File: config.mk
export PLATFORM = sky130hd
export DESIGN_NAME = matrix_res_serializer
export DESIGN_NICKNAME = d
export VERILOG_FILES = /design/src/rtl/matrix_res_serializer.sv
export SDC_FILE = /design/constraint.sdc
export NUM_CORES = 1
export LEC_CHECK = 0
export BUFFER_PORTS_ARGS = -buffer_cell sky130_fd_sc_hd__buf_2
export CAP_MARGIN = 20
export CORE_UTILIZATION = 55
export CTS_CLUSTER_DIAMETER = 120
export CTS_CLUSTER_SIZE = 28
export DETAILED_ROUTE_END_ITERATION = 6
export PLACE_DENSITY = 0.79
export SYNTH_ARGS = -nofsm -noshare
export SYNTH_HDL_FRONTEND = slang
export SYNTH_SLANG_ARGS = --single-unit
File: constraint.sdc
create_clock -name clk -period 5.8 [get_ports clk]
set_clock_uncertainty 0.1 [all_clocks]
set_input_delay 1.16 -clock clk [delete_from_list [all_inputs] [get_ports clk]]
set_output_delay 1.16 -clock clk [all_outputs]
set_load 0.03 [all_outputs]
File: src/rtl/matrix_res_serializer.sv
`default_nettype none
// ============================================================================
// Module   : matrix_res_serializer
// Brief    : Buffers packed 2x2 matrices in a small FIFO and streams them out
//            one element per handshake with index and last-element flag.
// Revision : 1.0 - initial release
// ============================================================================
module matrix_res_serializer #(
    parameter int ELEM_W = 8,
    parameter int DEPTH  = 2,
    parameter int CNT_W  = 8
) (
    input  logic                  clk,
    input  logic                  rst,
    input  logic [4*ELEM_W-1:0]   in_data,
    input  logic                  in_valid,
    output logic                  in_ready,
    output logic [ELEM_W-1:0]     out_data,
    output logic [1:0]            out_idx,
    output logic                  out_last,
    output logic                  out_valid,
    input  logic                  out_ready,
    output logic [CNT_W-1:0]      frames_out
);

    localparam int               PTR_W       = $clog2(DEPTH);
    localparam logic [PTR_W:0]   c_FULL      = (PTR_W+1)'(DEPTH);
    localparam logic [PTR_W:0]   c_CNT_ONE   = (PTR_W+1)'(1);
    localparam logic [PTR_W-1:0] c_PTR_ONE   = (PTR_W)'(1);
    localparam logic [0:0]       c_ST_EMPTY  = 1'b0;
    localparam logic [0:0]       c_ST_STREAM = 1'b1;

    logic [4*ELEM_W-1:0] r_mem [DEPTH];
    logic [PTR_W-1:0]    r_wptr;
    logic [PTR_W-1:0]    r_rptr;
    logic [PTR_W:0]      r_count;
    logic [1:0]          r_idx;
    logic [CNT_W-1:0]    r_frames;
    logic [0:0]          r_state;

    logic [0:0]          w_state_next;
    logic [PTR_W:0]      w_count_next;
    logic                w_push;
    logic                w_fire;
    logic                w_pop;
    logic [4*ELEM_W-1:0] w_head;
    logic [1:0]          w_sel;

    // in_ready looks only at the registered count: a pop in the same cycle
    // does not open a slot until the next cycle.
    assign in_ready = rst & (r_count != c_FULL);
    assign w_push   = in_valid & in_ready;
    assign w_fire   = out_valid & out_ready;
    assign w_pop    = w_fire & (r_idx == 2'd3);
    assign w_head   = r_mem[r_rptr];
    assign w_sel    = 2'd3 - r_idx;

    always_comb begin
        w_count_next = r_count;
        case ({w_push, w_pop})
            2'b10:   w_count_next = r_count + c_CNT_ONE;
            2'b01:   w_count_next = r_count - c_CNT_ONE;
            default: w_count_next = r_count;
        endcase
    end

    // Word storage needs no reset; contents are only observed while count > 0.
    always_ff @(posedge clk) begin
        if (w_push) begin
            r_mem[r_wptr] <= in_data;
        end
    end

    always_ff @(posedge clk or negedge rst) begin
        if (!rst) begin
            r_wptr   <= '0;
            r_rptr   <= '0;
            r_count  <= '0;
            r_idx    <= 2'd0;
            r_frames <= '0;
        end else begin
            r_count <= w_count_next;
            if (w_push) begin
                r_wptr <= r_wptr + c_PTR_ONE;
            end
            if (w_fire) begin
                if (r_idx == 2'd3) begin
                    r_idx    <= 2'd0;
                    r_rptr   <= r_rptr + c_PTR_ONE;
                    r_frames <= r_frames + CNT_W'(1);
                end else begin
                    r_idx <= r_idx + 2'd1;
                end
            end
        end
    end

    // FSM: state register
    always_ff @(posedge clk or negedge rst) begin
        if (!rst) begin
            r_state <= c_ST_EMPTY;
        end else begin
            r_state <= w_state_next;
        end
    end

    // FSM: next state follows the occupancy after this edge
    always_comb begin
        w_state_next = c_ST_EMPTY;
        if (w_count_next != '0) begin
            w_state_next = c_ST_STREAM;
        end
    end

    // FSM: outputs
    always_comb begin
        out_valid = 1'b0;
        out_data  = '0;
        out_idx   = r_idx;
        out_last  = 1'b0;
        if (r_state == c_ST_STREAM) begin
            out_valid = 1'b1;
            out_data  = w_head[int'(w_sel)*ELEM_W +: ELEM_W];
            out_last  = (r_idx == 2'd3);
        end
    end

    assign frames_out = r_frames;

endmodule
`default_nettype wire

* After elaboration in Yosys (flattened, before gate mapping)
Memories as Yosys holds them, arrays and structs flattened.
Cells that the tools add are included.
** Storage, ports and cells
- Bits in registers :: 15
- Bits in writable memories :: 64
- Logic and storage cells :: 33
- Memories kept :: 1
** Operators by class
- $add $sub $neg :: 7
- Equality and inequality tests :: 4
- Shift operators :: 1
- Muxes and demuxes :: 8
- Bitwise logic cells :: 4
- Reductions and logical operators :: 2
** Memories
- r_mem :: depth 2, bits a word 32, rd ports 1, clocked after Yosys merged registers in 0, write ports 1, line 33 : logic [4*ELEM_W-1:0] r_mem [DEPTH];
** Operator list (count)
- $shiftx A32 B6 Y8 :: 1
- $add A8 B1 Y8 const B :: 1
- $mux W8 :: 1
- $mux W1 :: 5
- $add A2 B1 Y2 const B :: 2
- $and A1 B1 Y1 :: 4
- $eq A2 B2 Y1 const B :: 2
- $pmux W2 S2 :: 1
- $add A1 B1 Y1 const B :: 2
- $eq A2 B1 Y1 const B :: 1
- $mux W2 :: 1
- $ne A2 B2 Y1 const B :: 1
- $reduce_and A2 Y1 :: 1
- $reduce_bool A2 Y1 :: 1
- $sub A2 B1 Y2 const B :: 1
- $sub A2 B2 Y2 const A :: 1

* Logic depth before layout (Yosys ltp)
Gate-level depths: netlist (run 1).
- Word-level depth :: 7
- Gate-level depth with buffers :: 7

* Worst setup path before layout (run 1)
OpenSTA, ideal clock, no wires.
- Kind :: input to register
- From :: in rst
- To :: mem r_mem[0][0] (netlist bit) (enable)
- Setup time :: 0.421 ns
- Arrival time :: 2.681 ns
- Required time :: 5.279 ns
- Setup slack :: 2.598 ns
- Stages on the path :: 2
- Path buffers :: 0
- Cell sequence :: o211ai_1 nor2_1
** On the way
- Longest elaborated chain between the ends :: 4
** Ends and longest elaborated chain
- start, declared :: line 14 : input logic rst,
- $and A1 B1 Y1 :: line 51 : assign in_ready = rst & (r_count != c_FULL);
- $and A1 B1 Y1 :: line 52 : assign w_push = in_valid & in_ready;
- $mux W1 :: line 69 : if (w_push) begin
- $mux W1 (implied by the code) :: line 70 : r_mem[r_wptr] <= in_data;
- end, declared :: line 33
No other way between the ends.

* Final worst setup path (run 1)
- From :: reg r_idx[0], in the netlist out_idx[0]
- To :: out out_data[5]
** On the way
- Longest elaborated chain between the ends :: 3
** Ends and longest elaborated chain
- start, declared :: line 37 : logic [1:0] r_idx;
- start signal, assigned :: line 92 : r_idx <= r_idx + 2'd1;
- $sub A2 B2 Y2 :: line 56 : assign w_sel = 2'd3 - r_idx;
- $shiftx A32 B6 Y8 :: line 123 : out_data = w_head[int'(w_sel)*ELEM_W +: ELEM_W];
- $mux W8 :: line 121 : if (r_state == c_ST_STREAM) begin
- end, declared :: line 18 : output logic [ELEM_W-1:0] out_data,
No other way between the ends.

==> results by group, run 1 <==
Synth
  • Yosys warns: 0
  • Synthesized instance count: 160
  • Number of synthesized flops with an enable pin: 64
  • Post-synthesis async set-or-reset flop share: 19.0%
  • Number of library cell types mapped by synthesis: 26
  • Syn avg cell area: 19.6 µm²
  • Top FF cell, synth: edfxtp_1
  • Post-synth net total: 199
  • Mapped Area: ~3100 µm²
  • Dominant cell type by area after synthesis: edfxtp_1
  • Sequential share of the synthesized area: 73.1%
  • Synth top area cells: edfxtp_1, dfrtp_1, mux4_1
  • Top cell type's share of synthesized area: 61.1%
  • Register bit total from synthesis: 79

Clocking
  • Num Clock Sinks: 79
  • Post-CTS Setup Bufs: 0
  • Post-cts sizing count: 0
  • Clk_lat worst skew: 330 ps
  • Longest Clk Path Bufs: 2
  • Clock root cell: clkbuf_8
  • CTS Buf Count: 9
  • Worst-path clk slew: 70 ps
  • Cts hold-fix bufs: 0
  • Max H-tree Level: 3
  • CTS tree: done

Final layout
  • NumNets Final: 263
  • Most frequent cells in the layout: edfxtp_1, buf_2, dfrtp_1
  • Antenna cell count: 0
  • Layout cell share with drive strength beyond 1: a little over a third
  • Most common cell after layout, fill and taps aside: edfxtp_1
  • Area grow syn2layout: 16.4%
  • Final core occ: 66.4%
  • Final instance area: 3660 µm²

Placed design
  • Placed Area: between 3000 and 4000 µm²
  • IO buf count: 56
  • DP Worst Slack: 2430 ps
  • GP Congestion: around 0.80
  • Detailed-placement wirelength estimate: 3330 µm

Pwr
  • Max VDD drop: 293 µV
  • Pwr Density: 476 nW/µm²
  • Tot Pwr: 1.74 mW
  • Static leakage: ~1.5 nW

STA
  • Period Utilization, post-route: between 60% and 70%
  • Final hold vios: 0
  • Worst slew pin tran: ~1000 ps
  • Pins Over Slew Limit: 0
  • Tmin final: 3680 ps
  • Post-route setup slack: 2120 ps
  • Slew headroom: 32.9%
  • Setup violations, final: 0
  • RSZ-0062 raised after global routing: false
  • Max Fclk: 0.271 GHz
  • Setup Total Neg Slack: 0 ps

Global route
  • First-pass GRT wire length: between 7000 and 8000 µm
  • GR Overflow Total: 0
  • Total track usage: 18.4%
  • Antenna violations before repair: 0
  • Largest net degree at the start of global routing: 33
  • Vias in the first global route: 1643

Detailed routing
  • Antenna Violating Nets Remaining: 0
  • Post-Route WL: 4920 µm
  • 1st-iter DRT viols: 86
  • DRC errors left: 0
  • Pre-Repair DR Iteration Count: 4
  • Avg Vias per Cell: ~5.4
  • Vias: 1623
  • Routed length per instance: 16.4 µm

Worst setup path
  • Delay-heaviest family, CP: flip-flops
  • Setup crit start kind: flop
  • CP Data Arrival Time: 2420 ps
  • Slowest CP cell: dfrtp_1
  • CP max FO: 20
  • Setup Crit Path Kind: flop to output port
  • Crit path capture type: output port
  • CP max stage delay: ~1000 ps
  • Crit-path cells: mux4_1 -> mux2i_1 -> nor2_1 -> buf_2
  • CP required: 4540 ps
  • Worst Path Buf+Inv: 1

Run status
  • Status: finished clean

Die
  • Starting Density: around 57%
  • Die footprint: 6020 µm²
  • IO Pins: 57
  • Core area: 5510 µm²
  • Die Height: 77.6 µm
  • Die boundary width: 77.6 µm
  • Rows: 27

Worst hold path
  • HP Class: flop to flop

Flow run
  • Maxcap violations: 0
## state kept, by name, summed over array words and instances (netlist names)
name and flops:
frames_out 8, out_idx 2, r_count 2, r_mem 64
r_rptr 1, r_state 1, r_wptr 1
## cell type report
cell class | count | area (µm²)
clock buffers | 9 | 124
clock inverters | 6 | 52.6
fillers | 392 | 1850
inverters | 3 | 11.3
multi-input cells | 73 | 788
flip-flops and latches | 79 | 2300
well taps | 72 | 90.1
repair buffers | 58 | 295
## per-layer routing
| layer | vias up | track usage, % | wire length [µm] |
|---|---|---|---|
| met5 | - | 0 | 0 |
| met4 | 0 | 8.49 | 48 |
| met3 | 6 | 4.94 | 224 |
| met2 | 47 | 29.6 | 2510 |
| met1 | 801 | 23.6 | 2140 |
| li1 | 769 | - | - |
## kinds of logic (layout without fill, tap and decap cells)
| group | count (synthesis) | count (layout) | synth area share [%] |
|---|---|---|---|
| adders and majority gates | 3 | 3 | 1.19 |
| muxes | 26 | 26 | 15.7 |
| AOI/OAI and AO/OA | 3 | 3 | 0.637 |
| buffers and inverters | 8 | 76 | 1.91 |
| and+or+nand+nor | 30 | 30 | 4.42 |
| DFF | 79 | 79 | 73.1 |
| xor gates and xnor gates | 11 | 11 | 3.07 |
## cells in the mapped netlist (2+ instances only)
cell type	n
mux4_1	8
xnor2_1	8
nand3_1	2
mux4_2	8
mux2_2	2
edfxtp_1	64
nor3_1	2
buf_2	2
mux2i_1	8
ha_1	3
dfrtp_1	15
inv_1	3
nand4_1	3
and3_1	2
nand2_1	7
nor2_1	11
xor2_1	3
## power breakdown
part           total, mW  internal, mW  leakage (nW)  switching [mW]
Combinational      0.546         0.245         0.586           0.301
Clock              0.367         0.191        0.0937           0.176
Sequential         0.829         0.713         0.775           0.116
Total               1.74          1.15          1.45           0.592
## through the flow
stage | hold slack, ps | cells
after global placement | 351 | 285
after floorplan | 361 | 160
after global routing | 396 | 300
final | 365 | 300
after detailed placement | 356 | 285
after CTS | 367 | 300
## final timing paths
path	start	to	slack [ps]	cells after the start
setup / recovery	out_idx[0]	out_data[5]	2120	4
hold / removal	frames_out[7]	frames_out[7]	370	1
setup reg to reg	out_idx[0]	r_state	3030	6
hold reg to reg	frames_out[7]	frames_out[7]	370	1
max in group asynchronous	rst	out_idx[0]	4700	1
min in group asynchronous	rst	frames_out[4]	630	1
Power figures use the tool's default switching activity.
==> inputs of run 2 (changes only) <==
Settings changed: CORE_UTILIZATION 55 to 49, PLACE_DENSITY 0.79 to 0.74.
Clock period 5.8 ns to 3.2 ns, I/O delays scaled along.
==> run 2 against run 1 <==
Compared with the run above: final cell count is 1.3% higher; sequential power is 75% higher; combinational power increased by 94%; first-iteration DRC count rose by 35%; clock power is 110% higher; routed wire length rose by 6.4%; worst setup slack worse by 1700 ps; via count is 0.12% higher; largest power group unchanged.
==> results by group, run 2 (synthesis results as in run 1) <==
STA
  • Pins Over Slew Limit: 0 (unchanged)
  • Setup Total Neg Slack: 0 ps (unchanged)
  • Post-route setup slack: 446 ps (-1670 ps)
  • Setup violations, final: 0 (unchanged)
  • Slew headroom: 50.3% (+17 points)
  • Final hold vios: 0 (unchanged)
  • Tmin final: about 2800 ps
  • Worst slew pin tran: 746 ps (-260 ps)
  • Hold slack final: 106 ps (-259 ps)
  • RSZ-0062 raised after global routing: false
  • Max Fclk: roughly 0.36 GHz
  • Period Utilization, post-route: 86.1%

Clocking
  • Post-CTS Setup Bufs: 0 (unchanged)
  • Clock root cell: clkbuf_8
  • CTS tree: done
  • Num Clock Sinks: 79 (unchanged)
  • Longest Clk Path Bufs: 2 (unchanged)
  • Max H-tree Level: 3 (unchanged)
  • CTS Buf Count: 9 (unchanged)
  • Post-cts sizing count: 0 (unchanged)
  • Cts hold-fix bufs: 0 (unchanged)
  • Worst-path clk slew: 70 ps (about the same)
  • Clk_lat worst skew: 330 ps (about the same)

Final layout
  • Fill count: 464 (+18%)
  • Largest register FFs: 64 (unchanged)
  • Most common cell after layout, fill and taps aside: edfxtp_1
  • Final core occ: 61.0% (-5.5 points)
  • Most flop-heavy register: r_mem
  • NumNets Final: 264 (+0.38%)
  • Area occupied by registers: 2300 µm² (unchanged)
  • Post-Layout Cell Count: 304 (+1.3%)
  • Multi-input gate area: 788 µm² (unchanged)
  • Final instance area: 3690 µm² (+0.99%)
  • Area grow syn2layout: 17.6%
  • Most frequent cells in the layout: edfxtp_1, buf_2, dfrtp_1
  • Antenna cell count: 0 (unchanged)
  • Layout cell share with drive strength beyond 1: 36.2% (+0.28 points)

Worst setup path
  • Setup crit start kind: flop
  • CP max FO: 20 (unchanged)
  • Delay-heaviest family, CP: multiplexers
  • Crit path capture type: output port
  • Setup Crit Path Kind: flop to output port
  • Slowest CP cell: mux4_1
  • CP max stage delay: 610 ps (-400 ps)
  • Crit-path cells: buf_4 -> mux4_1 -> mux2i_1 -> nor2_1 -> buf_2
  • CP Data Arrival Time: 2010 ps (-410 ps)
  • Worst Path Buf+Inv: 2 (+1)
  • CP required: 2460 ps (-2080 ps)

Detailed routing
  • DRC errors left: 0 (unchanged)
  • Vias: 1625 (+0.12%)
  • Avg Vias per Cell: 5.35 (-1.2%)
  • Antenna Violating Nets Remaining: 0 (unchanged)
  • Post-Route WL: 5240 µm (+6.4%)
  • Pre-Repair DR Iteration Count: 4 (unchanged)
  • 1st-iter DRT viols: 116 (+35%)
  • Routed length per instance: 17.2 µm (+5.0%)

Pwr
  • Total net switching power: 1.09 mW (+85%)
  • Clock Power Share: 23.1% (+2.0 points)
  • Pwr Density: 885 nW/µm² (+86%)
  • Static leakage: 1.47 nW (+1.0%)
  • Max VDD drop: 647 µV (+120%)
  • Tot Pwr: 3.27 mW (+88%)
  • Switching part of the total: 33.5% (-0.55 points)
  • Sequential power share: 44.4% (-3.2 points)
  • Internal: 2.18 mW (+89%)
  • Logic pwr share: 32.5% (+1.1 points)

Die
  • Starting Density: 51.9% (-5.2 points)
  • Die boundary width: 82.1 µm (+5.8%)
  • Rows: 28 (+3.7%)
  • Die footprint: 6740 µm² (+12%)
  • Core area: 6060 µm² (+10%)
  • Die Height: 82.1 µm (+5.8%)
  • IO Pins: 57 (unchanged)

Placed design
  • Detailed-placement wirelength estimate: 3490 µm (+5.0%)
  • DP Worst Slack: 647 ps (-1790 ps)
  • Placed Area: 3490 µm² (+0.32%)
  • Placed Instances: 289 (+1.4%)
  • IO buf count: 56 (unchanged)
  • GP Congestion: 0.775 (-3.1%)

Run status
  • Status: finished clean

Global route
  • Largest net degree at the start of global routing: 33 (unchanged)
  • First-pass GRT wire length: 8110 µm (+2.5%)
  • Total track usage: 17.6% (-0.78 points)
  • Antenna violations before repair: 0 (unchanged)
  • Vias in the first global route: 1639 (-0.24%)
  • GR Overflow Total: 0 (unchanged)

Worst hold path
  • HP Class: primary input to asynchronous set/reset pin

Flow run
  • Maxcap violations: 0 (unchanged)
-- run 2: routing by layer --
layer | vias up | GRT usage [%] | share of wire, %
met1 | 796 | 23.3 | 44
met3 | 12 | 3.63 | 4.2
met4 | 0 | 8.95 | 2.0
met2 | 50 | 27.9 | 50
met5 | - | 0 | 0
li1 | 767 | - | -
-- run 2: cell type report --
| cell class | instances | area share (%) |
|---|---|---|
| Sequential cell | 79 | 62.2 |
| Multi-Input combinational cell | 73 | 21.3 |
| Timing Repair Buffer | 59 | 8.20 |
| Clock buffer | 10 | 3.45 |
| Tap cell | 75 | 2.54 |
| Clock inverter | 5 | 2.00 |
| Inverter | 3 | 0.305 |
-- run 2: path summary, 6_finish.rpt --
check                               from            end  slack [ps]  cells past startpoint
hold / removal                       rst     r_count[1]         110                      1
max in group asynchronous            rst     out_idx[0]        2630                      1
setup / recovery              out_idx[0]    out_data[2]         450                      5
min in group clk           frames_out[7]  frames_out[7]         370                      1
hold reg to reg            frames_out[7]  frames_out[7]         370                      1
setup reg to reg              out_idx[1]        r_state         670                      6
-- run 2: power groups by stage --
| stage | combinational, mW | clock (mW) | sequential [mW] |
|---|---|---|---|
| after floorplan | 0.828 | 0 | 1.47 |
| after global placement | 1.06 | 0 | 1.47 |
| after detailed placement | 1.07 | 0 | 1.47 |
| after CTS | 1.08 | 0.770 | 1.45 |
| after global routing | 1.15 | 0.814 | 1.47 |
| final | 1.06 | 0.756 | 1.45 |
